File: src/rtl/mem_arbiter.sv
// mem_arbiter: shares the single block-interface main memory between icache and dcache.
// Build macro MEM_ARB_RR_EN selects round-robin tie-break; undefined gives fixed dcache priority.
module mem_arbiter #(
    parameter int ADDR_W = 6,
    parameter int DATA_W = 128
) (
    input  logic              clock,
    input  logic              reset,

    input  logic              i_read,
    input  logic [ADDR_W-1:0] i_address,
    output logic [DATA_W-1:0] i_readdata,
    output logic              i_busywait,

    input  logic              d_read,
    input  logic              d_write,
    input  logic [ADDR_W-1:0] d_address,
    input  logic [DATA_W-1:0] d_writedata,
    output logic [DATA_W-1:0] d_readdata,
    output logic              d_busywait,

    output logic              mem_read,
    output logic              mem_write,
    output logic [ADDR_W-1:0] mem_address,
    output logic [DATA_W-1:0] mem_writedata,
    input  logic [DATA_W-1:0] mem_readdata,
    input  logic              mem_busywait
);

    typedef enum logic [1:0] {
        IDLE    = 2'd0,
        GRANT_I = 2'd1,
        GRANT_D = 2'd2,
        DONE    = 2'd3
    } state_t;

    typedef enum logic {
        OWN_I = 1'b0,
        OWN_D = 1'b1
    } owner_t;

    state_t            state;
    state_t            state_nx;
    owner_t            owner;
    logic [ADDR_W-1:0] addr_q;
    logic              write_q;
    logic [DATA_W-1:0] wdata_q;
    logic [DATA_W-1:0] i_rdata_q;
    logic [DATA_W-1:0] d_rdata_q;

    logic i_req;
    logic d_req;
    logic grant;
    logic grant_d;
    logic in_grant;
    logic complete;

    assign i_req = i_read;
    assign d_req = d_read | d_write;

`ifdef MEM_ARB_RR_EN
    owner_t last_grant;
`endif

    // Decide which port wins if a grant happens this cycle.
    always_comb begin
        // NOTE: every always_comb output gets a default first so no path can infer a latch.
        grant_d = 1'b0;
        if (d_req && !i_req) begin
            grant_d = 1'b1;
        end else if (d_req && i_req) begin
`ifdef MEM_ARB_RR_EN
            grant_d = (last_grant == OWN_I);
`else
            grant_d = 1'b1;
`endif
        end
    end

    assign grant    = (state == IDLE) && (i_req || d_req);
    assign in_grant = (state == GRANT_I) || (state == GRANT_D);
    // Entry edge never completes: completion is only checked once already in a GRANT state.
    assign complete = in_grant && !mem_busywait;

    always_comb begin
        state_nx = state;
        case (state)
            IDLE: begin
                if (i_req || d_req) begin
                    state_nx = grant_d ? GRANT_D : GRANT_I;
                end
            end
            GRANT_I, GRANT_D: begin
                if (!mem_busywait) begin
                    state_nx = DONE;
                end
            end
            DONE:    state_nx = IDLE;
            default: state_nx = IDLE;
        endcase
    end

    always_ff @(posedge clock) begin
        // NOTE: sequential state uses non-blocking assignments so every register samples pre-edge values.
        if (reset) begin
            state   <= IDLE;
            owner   <= OWN_I;
            addr_q  <= '0;
            write_q <= 1'b0;
            wdata_q <= '0;
            // NOTE: returned-block registers are reset too, so an abandoned transfer leaves no stale data.
            i_rdata_q <= '0;
            d_rdata_q <= '0;
        end else begin
            state <= state_nx;
            if (grant) begin
                owner   <= grant_d ? OWN_D : OWN_I;
                addr_q  <= grant_d ? d_address : i_address;
                // A simultaneous d_read/d_write is treated as a writeback.
                write_q <= grant_d && d_write;
                wdata_q <= (grant_d && d_write) ? d_writedata : '0;
            end
            if (complete && !write_q) begin
                if (owner == OWN_D) begin
                    d_rdata_q <= mem_readdata;
                end else begin
                    i_rdata_q <= mem_readdata;
                end
            end
        end
    end

`ifdef MEM_ARB_RR_EN
    always_ff @(posedge clock) begin
        if (reset) begin
            last_grant <= OWN_D;
        end else if (grant) begin
            last_grant <= grant_d ? OWN_D : OWN_I;
        end
    end
`endif

    // Memory side sees only latched request state, and nothing outside GRANT.
    assign mem_read      = in_grant && !write_q;
    assign mem_write     = in_grant && write_q;
    assign mem_address   = in_grant ? addr_q  : '0;
    assign mem_writedata = in_grant ? wdata_q : '0;

    assign i_readdata = i_rdata_q;
    assign d_readdata = d_rdata_q;

    assign i_busywait = i_req && !((state == DONE) && (owner == OWN_I));
    assign d_busywait = d_req && !((state == DONE) && (owner == OWN_D));

    illegal_dcache_rw: assert property (@(posedge clock) disable iff (reset) !(d_read && d_write))
        else $error("mem_arbiter: d_read and d_write asserted together; writeback takes precedence");

endmodule

File: config.mk
export PLATFORM = sky130hd
export DESIGN_NAME = mem_arbiter
export DESIGN_NICKNAME = d
export VERILOG_FILES = /design/src/rtl/mem_arbiter.sv
export SDC_FILE = /design/constraint.sdc
export NUM_CORES = 1
export LEC_CHECK = 0
export CELL_PAD_IN_SITES_DETAIL_PLACEMENT = 0
export CELL_PAD_IN_SITES_GLOBAL_PLACEMENT = 1
export CORE_AREA = 2 2 256 258
export CTS_CLUSTER_SIZE = 10
export DETAILED_ROUTE_END_ITERATION = 12
export DIE_AREA = 0 0 258 260
export PLACE_DENSITY_LB_ADDON = 0.1
export SLEW_MARGIN = 20
export SYNTH_ARGS = -nofsm -noshare
export SYNTH_HDL_FRONTEND = slang
export SYNTH_SLANG_ARGS = --single-unit
File: constraint.sdc
create_clock -name clock -period 4.22 [get_ports clock]
set_clock_uncertainty 0.05 [all_clocks]
set_input_delay 0.422 -clock clock [delete_from_list [all_inputs] [get_ports clock]]
set_output_delay 0.422 -clock clock [all_outputs]
set_load 0.01 [all_outputs]
# Word-level counts from Yosys, hierarchy flattened
# Cells that the tools add are included.
# word_totals
in_bits,274
elab_cells,49
reg_bits,394
out_inout_bits,394
# op_classes
mux,11
bitwise_logic,2
reduce_logical,24
eq_ne,5
# op_table
op,n
$mux W128,2
$logic_and A1 B1 Y1,12
$mux W6,2
$mux W2,3
$pmux W2 S3,1
$reduce_and A2 Y1,3
$logic_not A1 Y1,5
$eq A2 B2 Y1 const B,2
$mux W1,3
$eq A2 B1 Y1 const B,1
$logic_not A2 Y1,1
$logic_or A1 B1 Y1,2
$ne A2 B1 Y1 const B,1
$ne A2 B2 Y1 const B,1
$reduce_or A2 Y1,1
$not A1 Y1,1
$or A1 B1 Y1,1

# Logic depth before layout (Yosys ltp)
# logic_depth
ltp_word,7
depth_mapped,7

# Worst setup path after synthesis
# No wires, ideal clock.
# synth_path
path_kind,register to output
from,reg state[0]
to,out mem_address[1]
path_stages_with_launch,6
slack_ns,2.366
n_path_buf,2
arrival_time_ns,1.382
path_cell_list,dfxtp_1 inv_1 ha_1 clkbuf_1 clkbuf_1 and2_1
# synth_via
elab_chain_len,3
word_cells_on_any_way,4
cone_classes,2 x eq/ne; 1 x mux; 1 x reduce/logical
# synth_rtl
element,line_no,rtl
start: declaration,42,state_t state;
start signal: assignment,115,state <= state_nx;
$eq A2 B1 Y1 / $eq A2 B2 Y1 (equally long branches),81,assign in_grant = (state == GRANT_I) || (state == GRANT_D);
$logic_or A1 B1 Y1 (*),81,
$mux W6 (*),146,assign mem_address = in_grant ? addr_q : '0;
end: declaration,24,"output logic [ADDR_W-1:0] mem_address,"
# Every way passes the cells marked *; elsewhere a longest branch is shown, timed or not.

# Worst setup path in the final report
# layout_path
from,reg state[0]
to,out mem_writedata[27]
# layout_via
elab_chain_len,3
word_cells_on_any_way,4
cone_classes,2 x eq/ne; 1 x mux; 1 x reduce/logical
# layout_rtl
element,line_no,rtl
$eq A2 B1 Y1 / $eq A2 B2 Y1 (equally long branches),81,
$logic_or A1 B1 Y1 (*),81,
$mux W128 (*),147,assign mem_writedata = in_grant ? wdata_q : '0;
end: declaration,25,"output logic [DATA_W-1:0] mem_writedata,"
# Marked as above.

==> key figures <==
Status
  • Status: finished, final reports clean

Cells and area
  • Fillers: 6677
  • Ratio of cells with drive above 1 in the final layout: 3.52%
  • Register area: 7890 µm²
  • Layout area overhead: 59.5%
  • Multi-input logic area: 6190 µm²
  • Final net count: 2750

Die
  • Die Height: 260 µm
  • Row count: 93
  • Die Width: 258 µm
  • Ports: 668
  • Die ar.: 67100 µm²
  • Starting Density: 23.0%
  • Core ar.: 64100 µm²

Setup path
  • Setup crit start kind: flop
  • Critical Path RT: 3750 ps
  • WP depth: 5
  • CP endpoint kind: primary output
  • Largest stage delay, worst path: 660 ps
  • CP arrival: 3030 ps
  • Max FO, Critical Path: 97
  • Kind of critical path: flop to primary output
  • Critical Path, Cell by Cell: inv_1, ha_4, buf_4, and2_1, clkdlybuf4s50_1
  • Slowest CP cell: buf_4
  • Worst path buffer plus inverter count: 3
  • Kind of cell adding the most delay to the critical path: buffers and inverters
  • Reg2reg path depth: 6

Synthesis
  • Cell variety after synth: 26
  • Synth Warn #: 0
  • Syn_nets: 2174
  • Syn Inst Count: 1898
  • Synthesized flop and latch total: 394
  • Post-synth top area share: 53.5%
  • Cell Area, Synth: 14700 µm²
  • Syn_area_per_cell: 7.77 µm²
  • Post-synth top area cell: dfxtp_1
  • Post-synthesis sequential area ratio: 53.5%
  • Main area contributors after synthesis: dfxtp_1 54%, nand2_1 17%, a21oi_1 13%

STA
  • Tcrit/Tclk final: 83.0%
  • Period minus WS final: 3500 ps
  • Final worst setup slack: 716 ps
  • Worst rel slew slack: 31.2%
  • Slew @ Worst Pin: 1030 ps
  • RSZ-0062 raised after global routing: no
  • Peak Freq: 0.285 GHz
  • Hold Fails Final Rpt: 0
  • Final Setup Violations: 0
  • Max-slew violations: 0
  • Setup TNS: 0 ps

Power
  • Clock share of power: 30.9%
  • PwrDens: 531 nW/µm²
  • Psw: 4.28 mW
  • Pint: 8.20 mW
  • Switching share of power: 34.3%
  • Worst vdd ir: 0.282 mV
  • Sequential Power Share: 36.7%
  • Comb pwr share: 32.3%
  • Total leakage power: 7.98 nW

Placed design
  • # port buffers: 667
  • Routability cong.: 0.788
  • Pre-CTS setup slack: 1230 ps
  • HPWL after DPL: 44.7 mm

Run
  • Max_cap viols: 0

Global route
  • Total GRT Usage: 18.5%
  • First-pass GRT wire length: 94.7 mm
  • Vias in the first global route: 14443
  • Antenna violations before repair: 18
  • Total gr overflow: 0
  • Largest net degree at the start of global routing: 115

Routing
  • Post-DRT Antenna Nets: 0
  • Via-per-instance ratio: 4.40
  • Vias post-DR: 14815
  • Post-DR wirelength/cell: 19.3 µm
  • Detailed router's first-iteration violation count: 851
  • WL final: 65.1 mm
  • First drt pass iteration count: 5
  • # DRC: 0

Clock tree
  • H-tree Lvls: 2
  • CTS Sinks: 394
  • Resized Gates After CTS: 0
  • CTS Hold Bufs: 0
  • # Post-CTS Setup Buffers: 0
  • Clk_lat worst skew: 560 ps
  • CTS tree: done
  • Clock Path Buffers: 3
  • Worst-path clk slew: 60 ps
  • Root Driver: clkbuf_16
  • Num CTS Buffers: 49

Min path
  • WHS Path Cells: 2
  • Hold WC Path Type: input pin to flop
## through the flow
step | util [%] | instances | power [mW] | hold slack (ps) | area [µm²]
2_1_floorplan | - | 1898 | 6.70 | 377 | 14700
3_3_place_gp | 34.4 | 3278 | 8.73 | 383 | 22100
3_5_place_dp | 34.4 | 3278 | 8.78 | 390 | 22100
4_1_cts | 36.6 | 3355 | 12.7 | 315 | 23500
5_1_grt | 36.7 | 3365 | 13.2 | 350 | 23500
6_report | 36.7 | 3367 | 12.5 | 307 | 23500
## flip-flops by register name, summed over array words and instances, names as in the netlist
register    cells
addr_q          6
write_q         1
owner           1
d_readdata    128
wdata_q       128
i_readdata    128
state           2
## kinds of logic (layout without fill, tap and decap cells)
kind of cell	after synthesis	in the layout	share of synthesized area [%]
flip-flops	394	394	53.5
adder cells (fa/ha/maj)	2	2	0.170
AND/OR/NAND/NOR	929	929	27.2
multiplexers	1	1	0.0764
other	0	12	0
buffers and inverters	165	767	4.91
AO/OA/AOI/OAI	407	407	14.1
## Yosys cell counts (all sizes together)
cell     count
nand2      652
dfxtp      394
a21oi      387
and2       135
nand3      128
clkbuf      84
buf         77
nor2         9
o21ai        8
a311oi       6
inv          4
ha           2
a211oi       1
a21boi       1
a221oi       1
and4bb       1
mux2         1
nand4bb      1
nor2b        1
nor4b        1
o31a         1
o31ai        1
o41ai        1
or4b         1
## power by group through the flow
stage               combinational (mW)  clock (mW)  sequential [mW]
global placement                  4.06           0             4.67
CTS                               4.14        4.01             4.59
finish                            4.03        3.86             4.58
global route                      4.42        4.15             4.65
detailed placement                4.12           0             4.66
floorplan                         1.99           0             4.70
## worst register-to-register path: stages, from the launching register on
cell and delay, ps:
dfxtp_1 330, inv_1 80, ha_4 560, or4b_4 950, buf_4 450, nand2_1 120
a21oi_1 60
## worst paths after layout
check | startpoint | to | slack [ps]
setup / recovery | state[0]$_SDFFE_PP0P_ | mem_writedata[27] | 720
hold reg to reg | wdata_q[89]$_SDFFE_PP0P_ | wdata_q[89]$_SDFFE_PP0P_ | 400
hold / removal | reset | wdata_q[126]$_SDFFE_PP0P_ | 310
setup reg to reg | state[0]$_SDFFE_PP0P_ | i_readdata[6]$_SDFFE_PP0P_ | 1480
## cell usage in the layout, fill, tap and decap left out, drive strengths merged, types with 2 or more instances in the layout
master	n
buf	21
diode	12
clkdlybuf4s50	665
a311oi	6
inv	4
nor2	9
clkinvlp	2
nand2	652
clkbuf	74
a21oi	387
dfxtp	394
and2	135
o21ai	8
ha	2
nand3	128
## per-layer routing
layer  up-vias  global-route usage (%)  wire [µm]
met5         -                       0         80
met4        12                    7.03       1770
met3       105                    6.26       5200
met2       489                    31.0      31700
met1      6888                    21.9      26400
li1       7321                       -          -
## layout make-up
cell class	instances	area share [%]
inverter	4	0.0639
sequential	394	33.6
timing repair buffer	686	29.3
tap	855	4.55
clock inverter	3	0.0852
clock buffer	74	5.96
multi-input combinational	1339	26.3
antenna	12	0.128
(Power assumes the default switching activity.)
